File: src/rtl/shot_ctrl.sv
// shot_ctrl: shot-clock controller for a two-team game.
//
// A possession runs a countdown from SHOT_TIME, stepping once every TICK_DIV
// clocks. The possessing team may shoot; a made shot scores and possession
// flips. If the countdown expires, buzz is held for BUZZ_LEN clocks and
// possession flips.
//
// Optional feature: define SHOT_CTRL_WIN_EN to end the game in DONE once a
// team's score reaches 9.
//
// Ports:
//   clk      in   system clock, rising edge
//   nrst     in   asynchronous active-low reset
//   start    in   begin play from IDLE
//   stop     in   return to IDLE from any state (highest priority)
//   shoot_a  in   team A shot request
//   shoot_b  in   team B shot request
//   hit      in   shot result, sampled in SHOT
//   count    out  remaining shot-clock value
//   shoot    out  one-cycle pulse while in SHOT
//   buzz     out  high in BUZZ (and DONE)
//   poss     out  possession, 0 = team A, 1 = team B
//   score_a  out  team A score (saturating)
//   score_b  out  team B score (saturating)
//   busy     out  high in every state except IDLE
//
// state | meaning
// IDLE  | waiting for start, outputs cleared
// RUN   | countdown active, watching the possessor's request
// SHOT  | one-cycle shot, hit sampled here
// BUZZ  | countdown expired, buzz held BUZZ_LEN cycles
// DONE  | game won (SHOT_CTRL_WIN_EN only), buzz held until stop
module shot_ctrl #(
  parameter logic [3:0] SHOT_TIME = 4'd10,
  parameter int         TICK_DIV  = 4,
  parameter int         BUZZ_LEN  = 3
) (
  input  logic       clk,
  input  logic       nrst,
  input  logic       start,
  input  logic       stop,
  input  logic       shoot_a,
  input  logic       shoot_b,
  input  logic       hit,
  output logic [3:0] count,
  output logic       shoot,
  output logic       buzz,
  output logic       poss,
  output logic [3:0] score_a,
  output logic [3:0] score_b,
  output logic       busy
);

  typedef enum logic [2:0] {
    S_IDLE,
    S_RUN,
    S_SHOT,
    S_BUZZ
`ifdef SHOT_CTRL_WIN_EN
    , S_DONE
`endif
  } state_t;

  localparam logic [3:0] DIV_LAST  = 4'(TICK_DIV - 1);
  localparam logic [3:0] BUZZ_LAST = 4'(BUZZ_LEN - 1);

  state_t     state_q, state_d;
  logic [3:0] count_q, count_d;
  logic [3:0] div_q, div_d;
  logic [3:0] buzz_cnt_q, buzz_cnt_d;
  logic       poss_q, poss_d;
  logic [3:0] score_a_q, score_a_d;
  logic [3:0] score_b_q, score_b_d;
  logic       shoot_q, shoot_d;
  logic       buzz_q, buzz_d;
  logic       busy_q, busy_d;

  logic       req;

  // Only the possessor's request counts.
  assign req = poss_q ? shoot_b : shoot_a;

  always_comb begin
    state_d    = state_q;
    count_d    = count_q;
    div_d      = div_q;
    buzz_cnt_d = buzz_cnt_q;
    poss_d     = poss_q;
    score_a_d  = score_a_q;
    score_b_d  = score_b_q;
    shoot_d    = 1'b0;
    buzz_d     = 1'b0;

    if (stop) begin
      state_d    = S_IDLE;
      count_d    = 4'd0;
      div_d      = 4'd0;
      buzz_cnt_d = 4'd0;
      poss_d     = 1'b0;
      score_a_d  = 4'd0;
      score_b_d  = 4'd0;
    end else begin
      case (state_q)
        S_IDLE: begin
          if (start) begin
            state_d   = S_RUN;
            count_d   = SHOT_TIME;
            div_d     = 4'd0;
            poss_d    = 1'b0;
            score_a_d = 4'd0;
            score_b_d = 4'd0;
          end
        end

        S_RUN: begin
          // A shot beats an expiry tick in the same cycle.
          if (req) begin
            state_d = S_SHOT;
            shoot_d = 1'b1;
          end else if (div_q == DIV_LAST) begin
            div_d = 4'd0;
            if (count_q == 4'd0) begin
              state_d    = S_BUZZ;
              buzz_d     = 1'b1;
              buzz_cnt_d = BUZZ_LAST;
            end else begin
              count_d = count_q - 4'd1;
            end
          end else begin
            div_d = div_q + 4'd1;
          end
        end

        S_SHOT: begin
          if (hit) begin
            if (!poss_q) begin
              if (score_a_q != 4'd15) score_a_d = score_a_q + 4'd1;
            end else begin
              if (score_b_q != 4'd15) score_b_d = score_b_q + 4'd1;
            end
          end
          state_d = S_RUN;
          poss_d  = ~poss_q;
          count_d = SHOT_TIME;
          div_d   = 4'd0;
`ifdef SHOT_CTRL_WIN_EN
          if (hit && ((!poss_q && score_a_q == 4'd8) ||
                      ( poss_q && score_b_q == 4'd8))) begin
            state_d = S_DONE;
            poss_d  = poss_q;
            count_d = 4'd0;
            buzz_d  = 1'b1;
          end
`endif
        end

        S_BUZZ: begin
          if (buzz_cnt_q == 4'd0) begin
            state_d = S_RUN;
            poss_d  = ~poss_q;
            count_d = SHOT_TIME;
            div_d   = 4'd0;
          end else begin
            buzz_cnt_d = buzz_cnt_q - 4'd1;
            buzz_d     = 1'b1;
          end
        end

`ifdef SHOT_CTRL_WIN_EN
        S_DONE: begin
          buzz_d  = 1'b1;
          count_d = 4'd0;
        end
`endif

        default: begin
          state_d = S_IDLE;
          count_d = 4'd0;
          div_d   = 4'd0;
          poss_d  = 1'b0;
        end
      endcase
    end

    busy_d = (state_d != S_IDLE);
  end

  always_ff @(posedge clk or negedge nrst) begin
    if (!nrst) begin
      state_q    <= S_IDLE;
      count_q    <= 4'd0;
      div_q      <= 4'd0;
      buzz_cnt_q <= 4'd0;
      poss_q     <= 1'b0;
      score_a_q  <= 4'd0;
      score_b_q  <= 4'd0;
      shoot_q    <= 1'b0;
      buzz_q     <= 1'b0;
      busy_q     <= 1'b0;
    end else begin
      state_q    <= state_d;
      count_q    <= count_d;
      div_q      <= div_d;
      buzz_cnt_q <= buzz_cnt_d;
      poss_q     <= poss_d;
      score_a_q  <= score_a_d;
      score_b_q  <= score_b_d;
      shoot_q    <= shoot_d;
      buzz_q     <= buzz_d;
      busy_q     <= busy_d;
    end
  end

  assign count   = count_q;
  assign shoot   = shoot_q;
  assign buzz    = buzz_q;
  assign poss    = poss_q;
  assign score_a = score_a_q;
  assign score_b = score_b_q;
  assign busy    = busy_q;

endmodule

File: config.mk
export PLATFORM = sky130hd
export DESIGN_NAME = shot_ctrl
export DESIGN_NICKNAME = d
export VERILOG_FILES = /design/src/rtl/shot_ctrl.sv
export SDC_FILE = /design/constraint.sdc
export NUM_CORES = 1
export LEC_CHECK = 0
export CAP_MARGIN = 0
export CORE_UTILIZATION = 43
export DETAILED_ROUTE_END_ITERATION = 16
export PLACE_DENSITY = 0.69
export SKIP_CTS_REPAIR_TIMING = 1
export SLEW_MARGIN = 20
export SYNTH_ARGS = -nofsm -noshare
export SYNTH_HDL_FRONTEND = slang
export SYNTH_SLANG_ARGS = --single-unit
File: constraint.sdc
create_clock -name clk -period 3.25 [get_ports clk]
set_input_delay 0.8125 -clock clk [delete_from_list [all_inputs] [get_ports clk]]
set_output_delay 0.8125 -clock clk [all_outputs]
set_load 0.01 [all_outputs]
=== Word-level counts from Yosys, hierarchy flattened ===
Index checks and enable logic that the tools add are counted.

* Register bits after elaboration: 27
* Logic and storage cells: 97
* Input port bits: 7
* Output and inout bits: 16

* Reductions and logical operators: 12
* Muxes and demuxes: 50
* $add $sub $neg: 5
* Bitwise gates (word level): 1
* Eq/ne operators: 19

{| class="wikitable"
|+ Operator list
! kind !! count
|-
| 4-bit two-way mux || 24
|-
| 3-bit != test, second input constant || 12
|-
| 4-bit one-hot mux with 2 select lines || 3
|-
| 5-bit AND reduction || 4
|-
| 3-bit two-way mux || 6
|-
| 4-bit one-hot mux with 4 select lines || 1
|-
| 4-bit by 1-bit adder with 4-bit output, second input constant || 3
|-
| 1-bit two-way mux || 12
|-
| 3-bit one-hot mux with 4 select lines || 1
|-
| 4-bit one-hot mux with 3 select lines || 1
|-
| 3-bit nonzero test || 3
|-
| 4-bit logical NOT || 2
|-
| 4-bit != test, second input constant || 2
|-
| 4-bit by 1-bit subtractor with 4-bit output, second input constant || 2
|-
| 3-bit by 2-bit equality test with 1-bit output, second input constant || 2
|-
| 3-bit AND reduction || 2
|-
| 4-bit by 2-bit equality test with 1-bit output, second input constant || 1
|-
| 1-bit one-hot mux with 4 select lines || 1
|-
| 3-bit by 1-bit equality test with 1-bit output, second input constant || 1
|-
| 3-bit logical NOT || 1
|-
| 2-bit != test, second input constant || 1
|-
| 1-bit one-hot mux with 2 select lines || 1
|-
| 1-bit inverter || 1
|}

=== Depth between registers and ports, before layout ===
Gate-level depths: netlist of run 1.

* Word-level depth: 7
* Mapped depth: 7

=== Worst setup path before layout of run 1 ===
Ideal clock, no wire load.

* Path type: input to register
* Start: input port stop
* End: register count_q[1] (netlist: count[1])
* Stages on the path: 5
* Data required time: 3125 ps
* Data arrival time: 2189 ps
* Setup slack: 936 ps
* Buffers on the path: 1
* Path through: buf_2 -> or4b_2 -> a21oi_2 -> nor3_2 -> mux2_4

* Cells in the longest elaborated chain, start to end: 2
* Elaborated cells on any way between the ends: 7
* Classes of those cells: 5 x eq/ne; 1 x mux; 1 x reduce/logical

{| class="wikitable"
|+ RTL lines
! item !! RTL line !! RTL
|-
| start, declared || 41 || <nowiki>input logic stop,</nowiki>
|-
| 3-bit != test (no line) || n/a ||
|-
| 5-bit AND reduction (no line) || n/a ||
|-
| end signal, assigned || 202 || <nowiki>count_q <= count_d;</nowiki>
|-
| end, declared || 68 || <nowiki>logic [3:0] count_q, count_d;</nowiki>
|}

Several ways; a longest one is shown, not always the timed one.
A chain may end at the register's enable or synchronous reset.

=== Worst setup path after layout of run 1 ===
Same ends and word-level chain as after synthesis.

==> PnR_summary.wiki, run 1 <==
{| class="wikitable"
! Metric !! Value
|-
| Leakage || 0.813 nW
|-
| Min-Delay Startpoint || buzz_cnt_q[3]
|-
| Inst Count DP || 226
|-
| Hpwl dp || approximately 2400 um
|-
| Unrepaired setup endpoints after global routing || false
|-
| Final Hold Violating Endpoints || 0
|-
| Worst slack on hold paths || 0.529 ns
|-
| Headroom to the max-slew limit || a little over half
|-
| Post-Route Setup TNS || 0 ns
|-
| Commonest cells after routing, fill and taps aside || 27 x dfrtp_1, 22 x clkdlybuf4s50_1, 16 x nor2_1
|-
| Worst-Skew Late Latency || 0.33 ns
|-
| Post-Synthesis Net Count || between 150 and 200
|-
| Transition at the pin with the smallest max-transition slack || 0.684 ns
|-
| Core Footprint || 3420 sq um
|-
| Least setup slack across all paths after layout || between 0.7 and 0.8 ns
|-
| Number of instances in the synthesized netlist || 161
|-
| Overall track demand over capacity in global routing || 18.0%
|-
| Crit Reg-Reg Endpoint || count[1]
|-
| CP Data Required Time || 3.49 ns
|-
| Worst hold path stage count || 1
|-
| Post-place setup slack || 0.401 ns
|-
| Internal reg-to-reg setup slack || 1.19 ns
|-
| First-pass GRT wire length || 5630 um
|-
| Power density over the cells || ~320 nW/um^2
|-
| Minimum clock period || 2.48 ns
|-
| Leading cell type in the layout, fill and taps excluded || dfrtp_1
|-
| HP Class || reg2reg
|-
| Distinct cells, synth || 48
|-
| Share of flip-flops with an asynchronous set or reset after synthesis || between 90% and 100%
|-
| Clock Tree Root || clkbuf_4
|-
| First-pass iteration count of the detailed router || 4
|-
| Total Die Area || 3900 sq um
|-
| Wire length reported by the detailed router || about 3200 um
|-
| Number of nets in the layout || 199
|-
| Flip-flop and latch count after synthesis || 27
|-
| Synthesized area divided by synthesized cell count || 9.75 sq um
|-
| Iteration-0 DRC Markers || 63
|-
| Initial standard-cell utilization of the core || 46.0%
|-
| Initial antenna violation count || 0
|-
| Count of warnings emitted by yosys || 0
|-
| Sink count of the clock tree || 27
|-
| Die H || 62.4 um
|-
| Final std cells w/o fill || 230
|-
| Status || complete, no violations
|-
| Vias || 1284
|-
| Number of H-tree levels || 1
|-
| Io pins || 23
|-
| Power after layout || 0.593 mW
|-
| Clock transition at the registers of the reported paths || 0.15 ns
|-
| Category of the most critical setup path || in2reg
|-
| EDFF count, synth || 0
|-
| Clock tree from TritonCTS || done
|-
| Max-cap viol count || 0
|-
| Synth Flop Type || dfrtp_1
|-
| Hold-critical path endpoint || buzz_cnt_q[3]
|-
| Portion of the clock cycle consumed by the worst path in the final layout || 76.4%
|-
| Number of inserted diodes || 0
|-
| Final-report max-slew violation count || 0
|-
| CP Max Fanout || 9
|-
| Capturing element type of the critical path || flop
|-
| Layout overhead on the synthesized area || 19.4%
|-
| Final antenna-violating net count || 0
|-
| Maximum number of pins on one net before global-route repair || 28
|-
| Fraction of the yosys area taken by sequential cells || 43.0%
|-
| Fraction of layout instances using a drive strength above 1 || 10.3%
|-
| Endpoint arrival time on the critical path || 2.72 ns
|-
| Cts bufs inserted || 3
|-
| Post-synthesis cell area || 1570 sq um
|-
| Final weighted congestion of routability-driven global placement || 0.845
|-
| Deepest clock path buffer count || 2
|-
| Post-detailed-route via-to-cell ratio || about 5.6
|-
| Worst Setup Start Kind || input port
|-
| Final routed wire length divided by cell count || 13.9 um
|-
| Via count of the first global-routing pass || ~1.3k
|-
| Number of cells on the worst reg-to-reg path || 4
|-
| Number of placement rows || 21
|-
| Die boundary width || 62.4 um
|-
| Number of endpoints failing setup at the final stage || 0
|-
| Start of the worst register-to-register path || state_q[1]
|-
| Maximum resistive drop on vdd || around 0.16 mV
|-
| Achievable frequency || 403 MHz
|-
| Maximum clock skew at final layout || 0.00317 ns
|-
| Overflow left after global routing || 0
|-
| Post-route DRC violation count || 0
|-
| Count of input and output buffers || 22
|}
## logic make-up after synthesis
kind of cell / share of synthesized area [%]
AND/OR/NAND/NOR: 22.6
AO/OA/AOI/OAI: 19.6
flip-flops: 43.0
buffers and inverters: 3.19
multiplexers: 5.82
adder cells (fa/ha/maj): 5.58
other: 0.239
## critical path, cell delays in order
cell,delay (ns)
clkdlybuf4s50_1,0.54
or4b_2,0.73
a21oi_2,0.23
nor3_2,0.09
mux2_4,0.31
## power by group
part	switching (mW)	internal, mW	leakage [nW]
registers	0.0100	0.343	0.369
clock network	0.106	0.0463	0.0177
logic	0.0457	0.0422	0.427
total	0.161	0.432	0.813
## Yosys cell counts (2+ instances only)
| master | instances | area share [%] |
|---|---|---|
| nor4b_1 | 2 | 1.1 |
| nand2b_1 | 3 | 1.2 |
| mux2i_1 | 4 | 2.5 |
| a21oi_1 | 9 | 2.9 |
| nor4_1 | 2 | 0.80 |
| o21ai_0 | 8 | 2.5 |
| inv_1 | 5 | 1.2 |
| nand3_1 | 5 | 1.6 |
| ha_1 | 7 | 5.6 |
| mux2_2 | 2 | 1.4 |
| nor3_1 | 2 | 0.64 |
| nand3b_1 | 2 | 0.96 |
| or4_1 | 2 | 0.96 |
| clkbuf_1 | 2 | 0.48 |
| nand2_1 | 12 | 2.9 |
| nor3b_1 | 4 | 1.9 |
| o41ai_1 | 2 | 1.1 |
| or3b_2 | 2 | 1.1 |
| nor2b_1 | 3 | 1.2 |
| a31oi_1 | 3 | 1.2 |
| o31ai_1 | 10 | 4.8 |
| nor2_1 | 16 | 3.8 |
| dfrtp_1 | 27 | 43 |
| buf_2 | 3 | 0.96 |
## how the worst max path moves through the flow
| stage | startpoint | endpoint | slack (ns) | cells after the start |
|---|---|---|---|---|
| 3_3_place_gp | stop | count[1] | 0.44 | 5 |
| 2_1_floorplan | stop | count[1] | 0.94 | 5 |
| 6_report | stop | count[1] | 0.77 | 5 |
| 5_1_grt | stop | score_b[1] | 0.69 | 5 |
| 3_5_place_dp | stop | count[1] | 0.40 | 5 |
| 4_1_cts | stop | count[1] | 0.78 | 5 |
## flip-flops by register name, indices dropped and copies added (netlist names)
| signal | flops |
|---|---|
| score_a | 4 |
| poss | 1 |
| buzz | 1 |
| score_b | 4 |
| buzz_cnt_q | 4 |
| state_q | 3 |
| busy | 1 |
| shoot | 1 |
| count | 4 |
| div_q | 4 |
## per-layer routing
metal  track usage (%)  share of wire, %  up-vias
met5                 0                 0        -
met4              6.40               1.2        0
met3              2.55               2.4        4
met2              30.6                48       21
met1              23.3                48      617
li1                  -                 -      642
## stage by stage
| step | area (sq um) | util [%] |
|---|---|---|
| 5_1_grt | 1870 | 54.9 |
| 2_1_floorplan | 1570 | - |
| 3_5_place_dp | 1850 | 54.1 |
| 3_3_place_gp | 1850 | 54.1 |
| 4_1_cts | 1870 | 54.9 |
| 6_report | 1870 | 54.9 |
## area by class of cell
class / count / area [sq um]
fill: 316 / 1540
timing repair buffer: 26 / 250
sequential: 27 / 676
tap: 46 / 57.6
clock buffer: 3 / 22.5
inverter: 5 / 18.8
clock inverter: 1 / 5.00
multi-input combinational: 122 / 845
Note: power is estimated with default switching activity, not from simulation.
==> inputs of run 2 (changes only) <==
Clock period 3.25 ns to 2.34 ns, I/O delays scaled along.
==> run 2 against run 1 <==
  * Routed wire length increased by 9.9%
  * Design area is 5.9% higher
  * Sequential share of layout area shrank 2.0 points
  * Clock power increased by 38%
  * Utilization grew 3.3 points
  * Clock-buffer cell count up 1
  * Critical path depth is the same
  * Total power grew 40%
==> PnR_summary.wiki, run 2 (same netlist as run 1, synthesis figures left out) <==
{| class="wikitable"
! Metric !! Value
|-
| Status || complete, no violations
|-
| Core Footprint || between 3000 and 4000 sq um
|-
| Post-detailed-route via-to-cell ratio || 5.58
|-
| Overflow left after global routing || 0
|-
| Internal reg-to-reg setup slack || 0.43 ns
|-
| Die H || 62.4 um
|-
| Overall track demand over capacity in global routing || 20.1%
|-
| Worst slack on hold paths || 0.525 ns
|-
| Clock tree from TritonCTS || done
|-
| Portion of the clock cycle consumed by the worst path in the final layout || 87.2%
|-
| Inst Count DP || approximately 240
|-
| Leading cell type in the layout, fill and taps excluded || dfrtp_1
|-
| Sink count of the clock tree || 27
|-
| Minimum clock period || 2.04 ns
|-
| Leakage || between 0.8 and 0.9 nW
|-
| Gate family responsible for the most delay along the worst path || simple AND/OR/NAND/NOR gates
|-
| Maximum clock skew at final layout || 0.0158 ns
|-
| CP Max Fanout || 5
|-
| CP Data Required Time || between 2 and 3 ns
|-
| Die boundary width || 62.4 um
|-
| Unrepaired setup endpoints after global routing || false
|-
| Comb power frac || 16.1%
|-
| Number of placement rows || 21
|-
| Clock transition at the registers of the reported paths || 0.16 ns
|-
| Maximum resistive drop on vdd || approximately 0.26 mV
|-
| Final weighted congestion of routability-driven global placement || 0.841
|-
| Initial standard-cell utilization of the core || 46.0%
|-
| WP buf/inv || 1
|-
| Final routed wire length divided by cell count || around 14 um
|-
| Area after detailed placement || 1960 sq um
|-
| Clock share of power || between 20% and 30%
|-
| Initial antenna violation count || 0
|-
| Post-Route Setup TNS || 0 ns
|-
| Number of inserted diodes || 0
|-
| Hpwl dp || 2670 um
|-
| First-pass GRT wire length || approximately 6300 um
|-
| Capturing element type of the critical path || flop
|-
| First-pass iteration count of the detailed router || 4
|-
| Peak per-stage delay on the critical path || around 0.66 ns
|-
| Worst-Skew Late Latency || 0.33 ns
|-
| Number of nets in the layout || between 200 and 250
|-
| Final-report max-slew violation count || 0
|-
| Critical Path, Cell by Cell || clkdlybuf4s50_1, or4b_2, a21oi_2, nor3_2, mux2_4
|-
| Cts bufs inserted || 3
|-
| Deepest clock path buffer count || 2
|-
| P_sw || 0.223 mW
|-
| Switching part of the total power || 26.8%
|-
| Power density over the cells || 419 nW/um^2
|-
| Sequential Power Share || 58.8%
|-
| Post-Layout Inst Area || 1990 sq um
|-
| Number of endpoints failing setup at the final stage || 0
|-
| Total Die Area || 3900 sq um
|-
| Max-cap viol count || 0
|-
| HP Class || reg2reg
|-
| Io pins || 23
|-
| Category of the most critical setup path || in2reg
|-
| Count of input and output buffers || 22
|-
| Internal power summed over all cells || about 0.61 mW
|-
| Endpoint arrival time on the critical path || 2.28 ns
|-
| Iteration-0 DRC Markers || 105
|-
| Maximum number of pins on one net before global-route repair || 28
|-
| Final std cells w/o fill || 245
|-
| Highest-delay cell along the critical path || or4b_2
|-
| Clock Tree Root || clkbuf_4
|-
| Worst Setup Start Kind || input port
|-
| Final antenna-violating net count || 0
|-
| Vias || 1367
|-
| Post-route DRC violation count || 0
|-
| Commonest cells after routing, fill and taps aside || 27 x dfrtp_1, 22 x clkdlybuf4s50_1, 19 x buf_4
|-
| Number of H-tree levels || 1
|-
| Final Util || between 50% and 60%
|-
| Layout overhead on the synthesized area || 26.5%
|-
| Achievable frequency || 490 MHz
|-
| Via count of the first global-routing pass || 1392
|-
| Fraction of layout instances using a drive strength above 1 || 16.6%
|-
| Wire length reported by the detailed router || between 3000 and 4000 um
|-
| Final Hold Violating Endpoints || 0
|}
==> run 2: cell count changes in the layout (fill, tap and decap cells not counted), sizes merged <==
cell / previous run / this run
clkbuf: 3 / 4
buf: 4 / 19
clkinv: 1 / 0
==> run 2: power by group through the flow <==
stage	clock network [mW]	registers [mW]	logic (mW)
floorplan	0	0.497	0.0726
global placement	0	0.498	0.130
detailed placement	0	0.498	0.134
CTS	0.220	0.490	0.135
global route	0.231	0.492	0.148
finish	0.209	0.490	0.134
==> run 2: routing by layer <==
metal	share of wire, %	GRT usage, %	vias to the layer above
met1	46	24.4	663
met5	0	0	-
met2	50	36.0	23
li1	-	-	677
met4	1.4	7.27	0
met3	2.2	2.92	4
==> run 2: area by class of cell <==
| class | instances | area [sq um] |
|---|---|---|
| inverters | 5 | 18.8 |
| clock buffers | 4 | 26.3 |
| fillers | 314 | 1430 |
| flip-flops and latches | 27 | 676 |
| well taps | 46 | 57.6 |
| repair buffers | 41 | 363 |
| multi-input cells | 122 | 845 |
==> run 2: stage by stage <==
stage / setup WS (ns) / power (mW)
floorplan: 0.254 / 0.569
global placement: -0.0390 / 0.628
detailed placement: -0.0723 / 0.633
CTS: 0.293 / 0.845
global route: 0.168 / 0.871
finish: 0.300 / 0.833
==> run 2: worst register-to-register path, cell delays in order, from the launching register on <==
cell and delay [ns]:
dfrtp_1 0.62, or4b_2 0.66, a21oi_2 0.18, nor3_2 0.07, mux2_4 0.31
==> run 2: final timing paths <==
path / start / to / cells past startpoint
max reg2reg: state_q[0] / count[1] / 4
min: div_q[0] / div_q[0] / 1
min reg2reg: div_q[0] / div_q[0] / 1
max: stop / count[1] / 5
max in group asynchronous: nrst / score_a[0] / 2
min in group asynchronous: nrst / count[1] / 2
==> inputs of run 3 (changes only) <==
Settings changed: CORE_MARGIN set to 2, PLACE_DENSITY 0.69 to 0.66.
==> run 3 against run 2 <==
  * Sequential cell count unchanged
  * Routed wire length down 1.7%
  * Via count rose by 0.29%
  * Global-route usage down 1.5 points
  * Non-clock buffer count grew 5
  * Sequential share of layout area fell by 0.63 points
  * Final cell count increased by 2.0%
  * Total power down 0.11%
  * Register-to-register slack lost 0.07 ns
  * Setup slack got worse by 0.021 ns
  * Sequential power hardly changed
==> PnR_summary.wiki, run 3 (same netlist as run 1, synthesis figures left out) <==
{| class="wikitable"
! Metric !! Value
|-
| Total Die Area || about 4200 sq um
|-
| Iteration-0 DRC Markers || 82
|-
| CP Data Required Time || roughly 2.6 ns
|-
| Initial standard-cell utilization of the core || 46.0%
|-
| Internal reg-to-reg setup slack || 0.36 ns
|-
| Worst Setup Start Kind || input port
|-
| Post-Layout Inst Area || 2020 sq um
|-
| Power after layout || 0.832 mW
|-
| Final Hold Violating Endpoints || 0
|-
| Final std cells w/o fill || 250
|-
| Vias || 1371
|-
| Clock transition at the registers of the reported paths || 0.14 ns
|-
| Maximum clock skew at final layout || 0.00342 ns
|-
| Leakage || 0.910 nW
|-
| Final antenna-violating net count || 0
|-
| Number of H-tree levels || 1
|-
| Initial antenna violation count || 0
|-
| Die boundary width || 64.4 um
|-
| Clock share of power || 24.6%
|-
| Hold-critical path endpoint || buzz_cnt_q[3]
|-
| Number of inserted diodes || 0
|-
| Internal power summed over all cells || 0.613 mW
|-
| Capturing element type of the critical path || flop
|-
| Clock Tree Root || clkbuf_4
|-
| Status || complete, no violations
|-
| Final weighted congestion of routability-driven global placement || 0.807
|-
| Portion of the clock cycle consumed by the worst path in the final layout || a little under 90%
|-
| Endpoint arrival time on the critical path || 2.28 ns
|-
| Layout overhead on the synthesized area || 28.8%
|-
| Worst-Skew Late Latency || approximately 0.32 ns
|-
| Post-route DRC violation count || 0
|-
| Core Footprint || 3420 sq um
|-
| Deepest clock path buffer count || 2
|-
| CP Max Fanout || 6
|-
| Hpwl dp || 2660 um
|-
| Power density over the cells || 411 nW/um^2
|-
| Category of the most critical setup path || in2reg
|-
| Maximum resistive drop on vdd || ~0.26 mV
|-
| Number of placement rows || 21
|-
| Leading cell type in the layout, fill and taps excluded || dfrtp_1
|-
| Area after detailed placement || 2000 sq um
|-
| Sink count of the clock tree || 27
|-
| Clock tree from TritonCTS || done
|-
| Number of cells on the worst reg-to-reg path || 8
|-
| Inst Count DP || 246
|-
| Overflow left after global routing || 0
|-
| Comb power frac || 16.7%
|-
| Max-cap viol count || 0
|-
| Wire length reported by the detailed router || ~3500 um
|-
| Io pins || 23
|-
| Via count of the first global-routing pass || 1416
|-
| Count of input and output buffers || 22
|-
| HP Class || reg2reg
|-
| Post-Route Setup TNS || 0 ns
|-
| First-pass iteration count of the detailed router || 4
|-
| Achievable frequency || 485 MHz
|-
| Sequential Power Share || approximately three fifths
|-
| Final-report max-slew violation count || 0
|-
| Worst hold path stage count || 1
|-
| Cts bufs inserted || 3
|-
| Final Util || 59.2%
|-
| First-pass GRT wire length || 6150 um
|-
| Switching part of the total power || between 20% and 30%
|-
| Unrepaired setup endpoints after global routing || false
|-
| Number of endpoints failing setup at the final stage || 0
|-
| Number of nets in the layout || 219
|-
| P_sw || 0.219 mW
|-
| Die H || approximately 64 um
|-
| Final routed wire length divided by cell count || about 14 um
|-
| Start of the worst register-to-register path || buzz_cnt_q[0]
|-
| Crit Reg-Reg Endpoint || count[3]
|-
| Overall track demand over capacity in global routing || 18.6%
|-
| Fraction of layout instances using a drive strength above 1 || 18.6%
|-
| Maximum number of pins on one net before global-route repair || 28
|-
| Commonest cells after routing, fill and taps aside || 27 x dfrtp_1, 24 x buf_4, 22 x clkdlybuf4s50_1
|-
| Post-detailed-route via-to-cell ratio || 5.48
|-
| Min-Delay Startpoint || buzz_cnt_q[3]
|-
| Number of fillers in the final layout || 308
|-
| Minimum clock period || 2.06 ns
|}
run 3: critical path, cell delays in order:
cell and delay [ns]:
clkdlybuf4s50_1 0.48, or4b_1 0.60, a21oi_1 0.32, or2_2 0.21, o21ai_0 0.08
run 3: routing by layer:
metal	up-vias	global-route usage, %	routed length, um
li1	681	-	-
met3	6	2.60	109
met5	-	0	0
met1	656	22.8	1570
met2	28	33.5	1730
met4	0	6.38	40
run 3: final cells by class:
| type | count | area (sq um) | share of cell area [%] |
|---|---|---|---|
| Clock buffer | 4 | 26.3 | 1.30 |
| Inverter | 5 | 18.8 | 0.928 |
| Multi-Input combinational cell | 122 | 845 | 41.7 |
| Sequential cell | 27 | 676 | 33.4 |
| Tap cell | 46 | 57.6 | 2.84 |
| Timing Repair Buffer | 46 | 400 | 19.8 |
run 3: power by group through the flow:
stage	sequential [mW]	clock [mW]	combinational (mW)
after floorplan	0.497	0	0.0726
after global routing	0.491	0.228	0.155
after global placement	0.496	0	0.137
final	0.489	0.204	0.139
after CTS	0.488	0.212	0.140
after detailed placement	0.497	0	0.139
run 3: worst max-delay path by stage:
stage / cells past startpoint / start / end
floorplan: 5 / stop / count[1]
global route: 5 / stop / score_b[1]
CTS: 5 / stop / score_b[1]
global placement: 5 / stop / count[1]
finish: 5 / stop / score_b[1]
detailed placement: 5 / stop / score_b[1]
run 3: metrics by stage:
step | hold WS [ns] | setup slack [ns]
5_1_grt | 0.548 | 0.159
4_1_cts | 0.517 | 0.290
3_3_place_gp | 0.483 | -0.0457
2_1_floorplan | 0.289 | 0.254
3_5_place_dp | 0.498 | -0.0679
6_report | 0.515 | 0.278
